==> config.mk <==
export PLATFORM = sky130hd
export DESIGN_NAME = bcd_conversion_scheduler
export DESIGN_NICKNAME = d
export VERILOG_FILES = /design/src/rtl/bcd_conversion_scheduler.sv
export SDC_FILE = /design/constraint.sdc
export NUM_CORES = 1
export LEC_CHECK = 0
export ABC_AREA = 1
export BUFFER_PORTS_ARGS = -buffer_cell sky130_fd_sc_hd__buf_2
export CORE_MARGIN = 8
export CORE_UTILIZATION = 50
export DETAILED_ROUTE_END_ITERATION = 10
export HOLD_SLACK_MARGIN = 0.12
export PLACE_DENSITY = 0.78
export SETUP_SLACK_MARGIN = 0.3
export SLEW_MARGIN = 10
export SYNTH_ARGS = -nofsm -noshare
export SYNTH_HDL_FRONTEND = slang
export SYNTH_SLANG_ARGS = --single-unit
==> constraint.sdc <==
create_clock -name clk -period 2.4 [get_ports clk]
set_clock_uncertainty 0.15 [all_clocks]
set_input_delay 0.12 -clock clk [delete_from_list [all_inputs] [get_ports clk]]
set_output_delay 0.12 -clock clk [all_outputs]
set_load 0.005 [all_outputs]
==> src/rtl/bcd_conversion_scheduler.sv <==
// bcd_conversion_scheduler: round-robin sharing of one registered binary-to-BCD converter among stopwatch fields
module bcd_conversion_scheduler #(
  parameter int NUM_FIELDS = 3,
  parameter int BIN_W      = 6,
  parameter int CONV_LAT   = 1
) (
  input  logic                          clk,
  input  logic                          reset,
  input  logic [NUM_FIELDS*BIN_W-1:0]   field_bin,
  input  logic [NUM_FIELDS-1:0]         field_req,
  output logic [BIN_W-1:0]              conv_bin,
  input  logic [3:0]                    conv_tens,
  input  logic [3:0]                    conv_units,
  output logic [NUM_FIELDS*8-1:0]       bcd_out,
  output logic [NUM_FIELDS-1:0]         field_done,
  output logic                          busy
);
  localparam int PW = $clog2(NUM_FIELDS);
  localparam int CW = $clog2(CONV_LAT + 1);
  typedef enum logic [1:0] {IDLE, WAIT, CAPTURE} state_t;
  state_t                  state_q;
  logic [NUM_FIELDS-1:0]   pending_q, pending_d, clr_mask;
  logic [PW-1:0]           rr_q, g_q, gnt_idx, j_c;
  logic                    gnt_found;
  logic [CW-1:0]           cnt_q;
  logic [BIN_W-1:0]        conv_bin_q;
  logic [NUM_FIELDS*8-1:0] bcd_q;
  logic [NUM_FIELDS-1:0]   done_q;
  // Round-robin search: first pending field after the last one served.
  always_comb begin
    gnt_found = 1'b0;
    gnt_idx   = '0;
    j_c       = '0;
    for (int k = 1; k <= NUM_FIELDS; k++) begin
      j_c = PW'((int'(rr_q) + k) % NUM_FIELDS);
      if (!gnt_found && pending_q[j_c]) begin
        gnt_found = 1'b1;
        gnt_idx   = j_c;
      end
    end
  end
  // A new request on the grant edge survives the clear, so the field is served again later.
  always_comb begin
    clr_mask  = (state_q == IDLE && gnt_found) ? (NUM_FIELDS'(1) << gnt_idx) : '0;
    pending_d = (pending_q & ~clr_mask) | field_req;
  end
  // Grant, wait out converter latency, then capture digits for the granted field.
  always_ff @(posedge clk or posedge reset) begin
    if (reset) begin
      state_q    <= IDLE;
      pending_q  <= '0;
      rr_q       <= PW'(NUM_FIELDS - 1);
      g_q        <= '0;
      cnt_q      <= '0;
      conv_bin_q <= '0;
      bcd_q      <= '0;
      done_q     <= '0;
    end else begin
      pending_q <= pending_d;
      done_q    <= '0;
      case (state_q)
        IDLE: if (gnt_found) begin
          g_q        <= gnt_idx;
          rr_q       <= gnt_idx;
          conv_bin_q <= field_bin[gnt_idx*BIN_W +: BIN_W];
          cnt_q      <= CW'(CONV_LAT - 1);
          state_q    <= WAIT;
        end
        WAIT: if (cnt_q == '0) state_q <= CAPTURE; else cnt_q <= cnt_q - 1'b1;
        CAPTURE: begin
          bcd_q[g_q*8 +: 8] <= {conv_tens, conv_units};
          done_q[g_q]       <= 1'b1;
          state_q           <= IDLE;
        end
        default: state_q <= IDLE;
      endcase
    end
  end
  assign conv_bin   = conv_bin_q;
  assign bcd_out    = bcd_q;
  assign field_done = done_q;
  assign busy       = state_q != IDLE;
endmodule

==> metrics.txt, run 1 <==
outcome finished clean; hold crit path type in -> async; post-synthesis sequential area ratio 0.491; vias in the first global route ~2300; Mapped Avg Cell Area about 8.3 um2; minimum clock period approximately 2.3 ns; nets just over 400; WL final between 7 and 8 mm; ranking of synthesized cells by area dfrtp_1, nand2_1, nand3_1, o21ai_0, ha_1; nature of the critical path endpoint register; clock-pin transition on the worst setup and hold timing paths 0.08 ns; Placer Congestion between 0.8 and 0.9; slowest cell delay on critical path 0.58 ns; WP data arrival 2.30 ns; n_diodes 0; pwr dens approximately 1600 nW/um2; Fin Setup TNS 0 ns; I/O pins between 60 and 70; CP dominant cell by count nand2_1; grt ovf 0; dpl cell area approximately 2500 um2; Seq cells post-synth 41; Worst EP required 2.43 ns; initial DRC count 330; CTS Buf Count 5; Layout area overhead 50.4%; Syn. warnings 0; Clock Latency Late Sink 0.29 ns; Leak around 1.7 nW; post-synth net total about 290; fraction of layout cells with a size suffix above 1 0.327; port bufs 64; TritonCTS clock tree done; drt via density slightly below 6; largest net degree at the start of global routing 42; initial core utilization 0.520; RSZ-0062 raised after global routing true; final setup violating endpoints 0; maximum clock frequency between 400 and 500 MHz; crit path launch type register; fin. max-slew vios 0; Die H a little over 80 um; DRC violations left 0; WL/cell 18.7 um; Final Cycle Share 0.943; post-route cell area between 3000 and 4000 um2; max_cap viols 0; largest fanout on the critical path 5; CP delay by family, top simple AND/OR/NAND/NOR gates; synth unique cells 21; total clock sinks around 40; antenna violations before repair 0; vias 2414; Final HPWL DP ~4.2 mm; largest area contributor in the netlist dfrtp_1; Worst Path Buf+Inv 1; Slew @ Worst Pin 0.572 ns; WS Path Type reg -> reg; Core Box Area slightly above 4000 um2; Routed Antenna Nets 0; row count 23; Pre-antenna DRT Iters 5; H-tree depth 2; Die W 80.7 um; Fin. Hold Viols 0; Synth top area share 0.478; critical path's slowest cell dfstp_2; Post-Syn Area 2090 um2; Post-Syn Instances around 250; first-pass GRT wire length around 11 mm; die area around 6500 um2; CTS root buffer clkbuf_8; Filler cells 253; cells along the critical path inv_4, ha_2, nor2_2, nand2_1, nand2_1, nand4_1, nand3_1, nand2_1, nand2_1, a21oi_2; slew margin rel. 0.617; Worst IR Drop VDD approximately 1.2 mV; CTS max path bufs 2; GRT Resource Usage Total 0.211
[worst paths after layout]
kind	startpoint	endpoint	slack, ns	cells past startpoint
hold / removal	reset	bcd_out[18]$_DFFE_PP0P_	0.34	4
min in group clk	bcd_out[3]$_DFFE_PP0P_	bcd_out[3]$_DFFE_PP0P_	0.36	2
setup / recovery	rr_q[1]$_DFFE_PP1P_	conv_bin[0]$_DFFE_PP0P_	0.14	10
max in group asynchronous	reset	rr_q[0]$_DFFE_PP0P_	1.38	4
setup reg to reg	rr_q[1]$_DFFE_PP1P_	conv_bin[0]$_DFFE_PP0P_	0.14	10
hold reg to reg	bcd_out[3]$_DFFE_PP0P_	bcd_out[3]$_DFFE_PP0P_	0.36	2
[sequential cells by signal (all words and copies together) (netlist names)]
name        cells
rr_q            2
pending_q       3
field_done      3
conv_bin        6
g_q             1
state_q         2
bcd_out        24
[cell families (layout without fill, tap and decap cells)]
family / count (synthesis) / count (layout) / synth area share
adder cells (fa/ha/maj): 10 / 10 / 0.0598
AO/OA/AOI/OAI: 44 / 44 / 0.115
AND/OR/NAND/NOR: 128 / 128 / 0.280
flip-flops: 41 / 41 / 0.491
buffers and inverters: 29 / 141 / 0.0538
[worst reg2reg max path, cell delays in order, from the launching register on]
cell and delay (ns):
dfstp_2 0.58, inv_4 0.06, ha_2 0.22, nor2_2 0.15, nand2_1 0.09, nand2_1 0.18
nand4_1 0.31, nand3_1 0.18, nand2_1 0.08, nand2_1 0.10, a21oi_2 0.06
[layout make-up]
| cell class | instances | area, um2 | share of cell area |
|---|---|---|---|
| tap | 50 | 62.6 | 0.0199 |
| sequential | 41 | 1030 | 0.327 |
| clock inverter | 1 | 30.0 | 0.00954 |
| inverter | 23 | 104 | 0.0330 |
| multi-input combinational | 182 | 1070 | 0.339 |
| timing repair buffer | 110 | 769 | 0.244 |
| clock buffer | 7 | 86.3 | 0.0274 |
[power by group]
part	switching, W	total (W)	internal, W
clock network	0.000242	0.000582	0.000339
registers	0.000188	0.00119	0.000999
logic	0.00208	0.00337	0.00129
total	0.00251	0.00514	0.00263
[per-stage QoR]
stage                      util  std cells  hold WS (ns)  power, W  setup slack [ns]
after CTS                 0.746        407         0.317   0.00443             0.306
final                     0.781        414         0.344   0.00514             0.136
after floorplan               -        252        0.0623   0.00276             0.329
after global placement    0.617        365         0.114   0.00338             0.175
after global routing      0.781        414         0.385   0.00548            0.0432
after detailed placement  0.617        365         0.133   0.00345            0.0947
[cell usage in the layout (no fill, tap or decap)]
master and n:
a21o_1 2, a21oi_1 7, a21oi_2 3, a21oi_4 1, buf_12 2, buf_2 64, buf_4 13, buf_6 1
bufinv_16 1, clkbuf_1 1, clkbuf_8 6, dfrtp_1 39, dfrtp_2 1, dfstp_2 1, dlygate4sd3_1 30, ha_1 7
ha_2 2, ha_4 1, inv_1 19, inv_4 1, inv_6 3, nand2_1 52, nand2_2 3, nand2_4 6
nand3_1 23, nand3_2 4, nand3_4 1, nand4_1 20, nor2_1 15, nor2_2 2, nor2_4 1, nor3_1 1
o21ai_0 24, o21ai_1 3, o21ai_2 2, o21bai_1 2
[routing by layer]
| metal | share of wire | track usage |
|---|---|---|
| met4 | 0.063 | 0.136 |
| met5 | 0 | 0 |
| met1 | 0.37 | 0.257 |
| met2 | 0.49 | 0.334 |
| met3 | 0.084 | 0.0413 |
[synthesized netlist by cell type]
| master | count |
|---|---|
| a21o_1 | 2 |
| a21oi_1 | 10 |
| a21oi_4 | 1 |
| buf_1 | 1 |
| buf_4 | 1 |
| clkbuf_1 | 4 |
| dfrtp_1 | 40 |
| dfstp_2 | 1 |
| ha_1 | 10 |
| inv_1 | 20 |
| inv_2 | 3 |
| nand2_1 | 55 |
| nand2_2 | 6 |
| nand3_1 | 27 |
| nand3_2 | 1 |
| nand4_1 | 20 |
| nor2_1 | 18 |
| nor3_1 | 1 |
| o21ai_0 | 26 |
| o21ai_1 | 3 |
| o21bai_1 | 2 |
[timing repair]
item                                    4_1_cts  5_1_grt
endpoints found under the hold margin        73        0
pin swaps                                     4        5
endpoints found under the setup margin       12       13
hold buffers                                 30        0
gates resized for setup                      13       25
buffers inserted                              4        7
Note: power is estimated with default switching activity, not from simulation.
==> inputs of run 2 (changes only) <==
--- a/config.mk
+++ b/config.mk
@@ -6,9 +6,11 @@
 export NUM_CORES = 1
 export LEC_CHECK = 0
 export ABC_AREA = 1
+export ABC_CLOCK_PERIOD_IN_PS = 2400
 export BUFFER_PORTS_ARGS = -buffer_cell sky130_fd_sc_hd__buf_2
 export CORE_MARGIN = 8
 export CORE_UTILIZATION = 50
+export CTS_BUF_LIST = sky130_fd_sc_hd__clkbuf_4 sky130_fd_sc_hd__clkbuf_8 sky130_fd_sc_hd__clkbuf_16
 export DETAILED_ROUTE_END_ITERATION = 10
 export HOLD_SLACK_MARGIN = 0.12
 export PLACE_DENSITY = 0.78
==> metrics.txt, run 2 (synthesis results as in run 1) <==
H-tree depth 2 (unchanged); pwr dens 1640 nW/um2 (was 1630 nW/um2); dpl ws 0.0947 ns (unchanged); Clock Latency Late Sink 0.30 ns (was 0.29 ns); initial DRC count 330 (unchanged); minimum clock period 2.27 ns (was 2.26 ns); total clock sinks 41 (unchanged); grt ovf 0 (unchanged); Comb power frac 0.655 (was 0.656); Fin Setup TNS 0 ns (unchanged); max_cap viols 0 (unchanged); Leak 1.69 nW (about the same); WL final 7.75 mm (was 7.76 mm); Layout area overhead 50.6% (was 50.4%); net switching power 0.00252 W (was 0.00251 W); WS Path Type reg -> reg (unchanged); initial core utilization 0.520 (unchanged); clock-pin transition on the worst setup and hold timing paths 0.09 ns (was 0.08 ns); sequential share of power 0.230 (was 0.231); worst hold slack 0.334 ns (was 0.344 ns); WL/cell 18.7 um (about the same); Worst EP required 2.43 ns (about the same); nature of the critical path endpoint register (unchanged); hold crit path type in -> async (unchanged); CTS Buf Count 5 (unchanged); WP data arrival 2.30 ns (about the same); Pre-antenna DRT Iters 5 (unchanged); Power Internal 0.00264 W (was 0.00263 W); Fin. Hold Viols 0 (unchanged); GRT Resource Usage Total 0.211 (unchanged); CTS max path bufs 2 (unchanged); first-pass GRT wire length 10.8 mm (unchanged); vias 2403 (was 2414); antenna violations before repair 0 (unchanged); crit path launch type register (unchanged); TritonCTS clock tree done (unchanged); I/O pins 65 (unchanged); outcome finished clean (unchanged); Die H 80.7 um (unchanged); CTS root buffer clkbuf_8 (unchanged); Slew @ Worst Pin 0.541 ns (was 0.572 ns); maximum clock frequency 440 MHz (was 442 MHz); Worst IR Drop VDD 1.24 mV (about the same); commonest cells after routing, fill and taps aside buf_2, nand2_1, dfrtp_1, dlygate4sd3_1, o21ai_0 (unchanged); port bufs 64 (unchanged); final setup violating endpoints 0 (unchanged); largest fanout on the critical path 5 (unchanged); nets 404 (unchanged); vias in the first global route 2287 (unchanged); Core Box Area 4030 um2 (unchanged); slew margin rel. 0.638 (was 0.617); Switching Share 0.489 (about the same); Placer Congestion 0.889 (unchanged); number of flip-flops in the largest register 24 (unchanged); DRC violations left 0 (unchanged); Die W 80.7 um (unchanged); row count 23 (unchanged); fraction of layout cells with a size suffix above 1 0.330 (was 0.327); n_diodes 0 (unchanged); drt via density 5.80 (was 5.83); Routed Antenna Nets 0 (unchanged); die area 6510 um2 (unchanged); RSZ-0062 raised after global routing true (unchanged); Final Cycle Share 0.947 (was 0.943); Final HPWL DP 4.16 mm (unchanged); final worst slack 0.127 ns (was 0.136 ns); clock group share of total power 0.115 (was 0.113); largest net degree at the start of global routing 42 (unchanged); most common cell after layout, fill and taps aside buf_2 (unchanged); fin. max-slew vios 0 (unchanged)
==> run 2: cell counts in the layout (fill, tap and decap cells not counted) <==
No cell type changed its count.
==> run 2: metal layers <==
layer  global-route usage  vias to the layer above  wire [um]
li1                     -                     1067          -
met1                0.257                     1111       2790
met2                0.334                      175       3780
met3               0.0413                       50        713
met4                0.136                        0        478
met5                    0                        -          0
==> run 2: power groups by stage <==
stage               clock [W]  combinational, W  sequential, W
floorplan                   0           0.00158        0.00118
global placement            0           0.00221        0.00116
detailed placement          0           0.00228        0.00118
CTS                  0.000597           0.00267        0.00117
global route         0.000623           0.00365        0.00122
finish               0.000593           0.00338        0.00119
==> run 2: per-stage QoR <==
stage               power (W)  std cells  instance area [um2]  utilization
floorplan             0.00276        252                 2090            -
global placement      0.00338        365                 2490        0.617
detailed placement    0.00345        365                 2490        0.617
CTS                   0.00444        407                 3010        0.747
global route          0.00550        414                 3150        0.782
finish                0.00516        414                 3150        0.782
==> run 2: path summary, 6_finish.rpt <==
kind / startpoint / end / slack (ns) / cells past startpoint
min in group clk: bcd_out[3]$_DFFE_PP0P_ / bcd_out[3]$_DFFE_PP0P_ / 0.36 / 2
max: rr_q[1]$_DFFE_PP1P_ / conv_bin[0]$_DFFE_PP0P_ / 0.13 / 10
max in group asynchronous: reset / rr_q[0]$_DFFE_PP0P_ / 1.39 / 4
min: reset / bcd_out[18]$_DFFE_PP0P_ / 0.33 / 4
min reg2reg: bcd_out[3]$_DFFE_PP0P_ / bcd_out[3]$_DFFE_PP0P_ / 0.36 / 2
max reg2reg: rr_q[1]$_DFFE_PP1P_ / conv_bin[0]$_DFFE_PP0P_ / 0.13 / 10
==> run 2: layout make-up <==
| type | count | area, um2 |
|---|---|---|
| Clock buffer | 7 | 90.1 |
| Clock inverter | 1 | 30.0 |
| Fill cell | 251 | 877 |
| Inverter | 23 | 104 |
| Multi-Input combinational cell | 182 | 1070 |
| Sequential cell | 41 | 1030 |
| Tap cell | 50 | 62.6 |
| Timing Repair Buffer | 110 | 769 |
==> run 2: worst max-delay path, stage by stage (launching register included) <==
cell and delay [ns]:
dfstp_2 0.58, inv_4 0.06, ha_2 0.22, nor2_2 0.15
nand2_1 0.09, nand2_1 0.17, nand4_1 0.31, nand3_1 0.18
nand2_1 0.08, nand2_1 0.10, a21oi_2 0.06
==> run 2: what timing repair did <==
action,CTS,global route
hold buffers,30,0
gates resized for setup,13,25
pin swaps,4,5
endpoints found under the hold margin,73,0
setup endpoints to repair,12,13
setup buffers,4,7
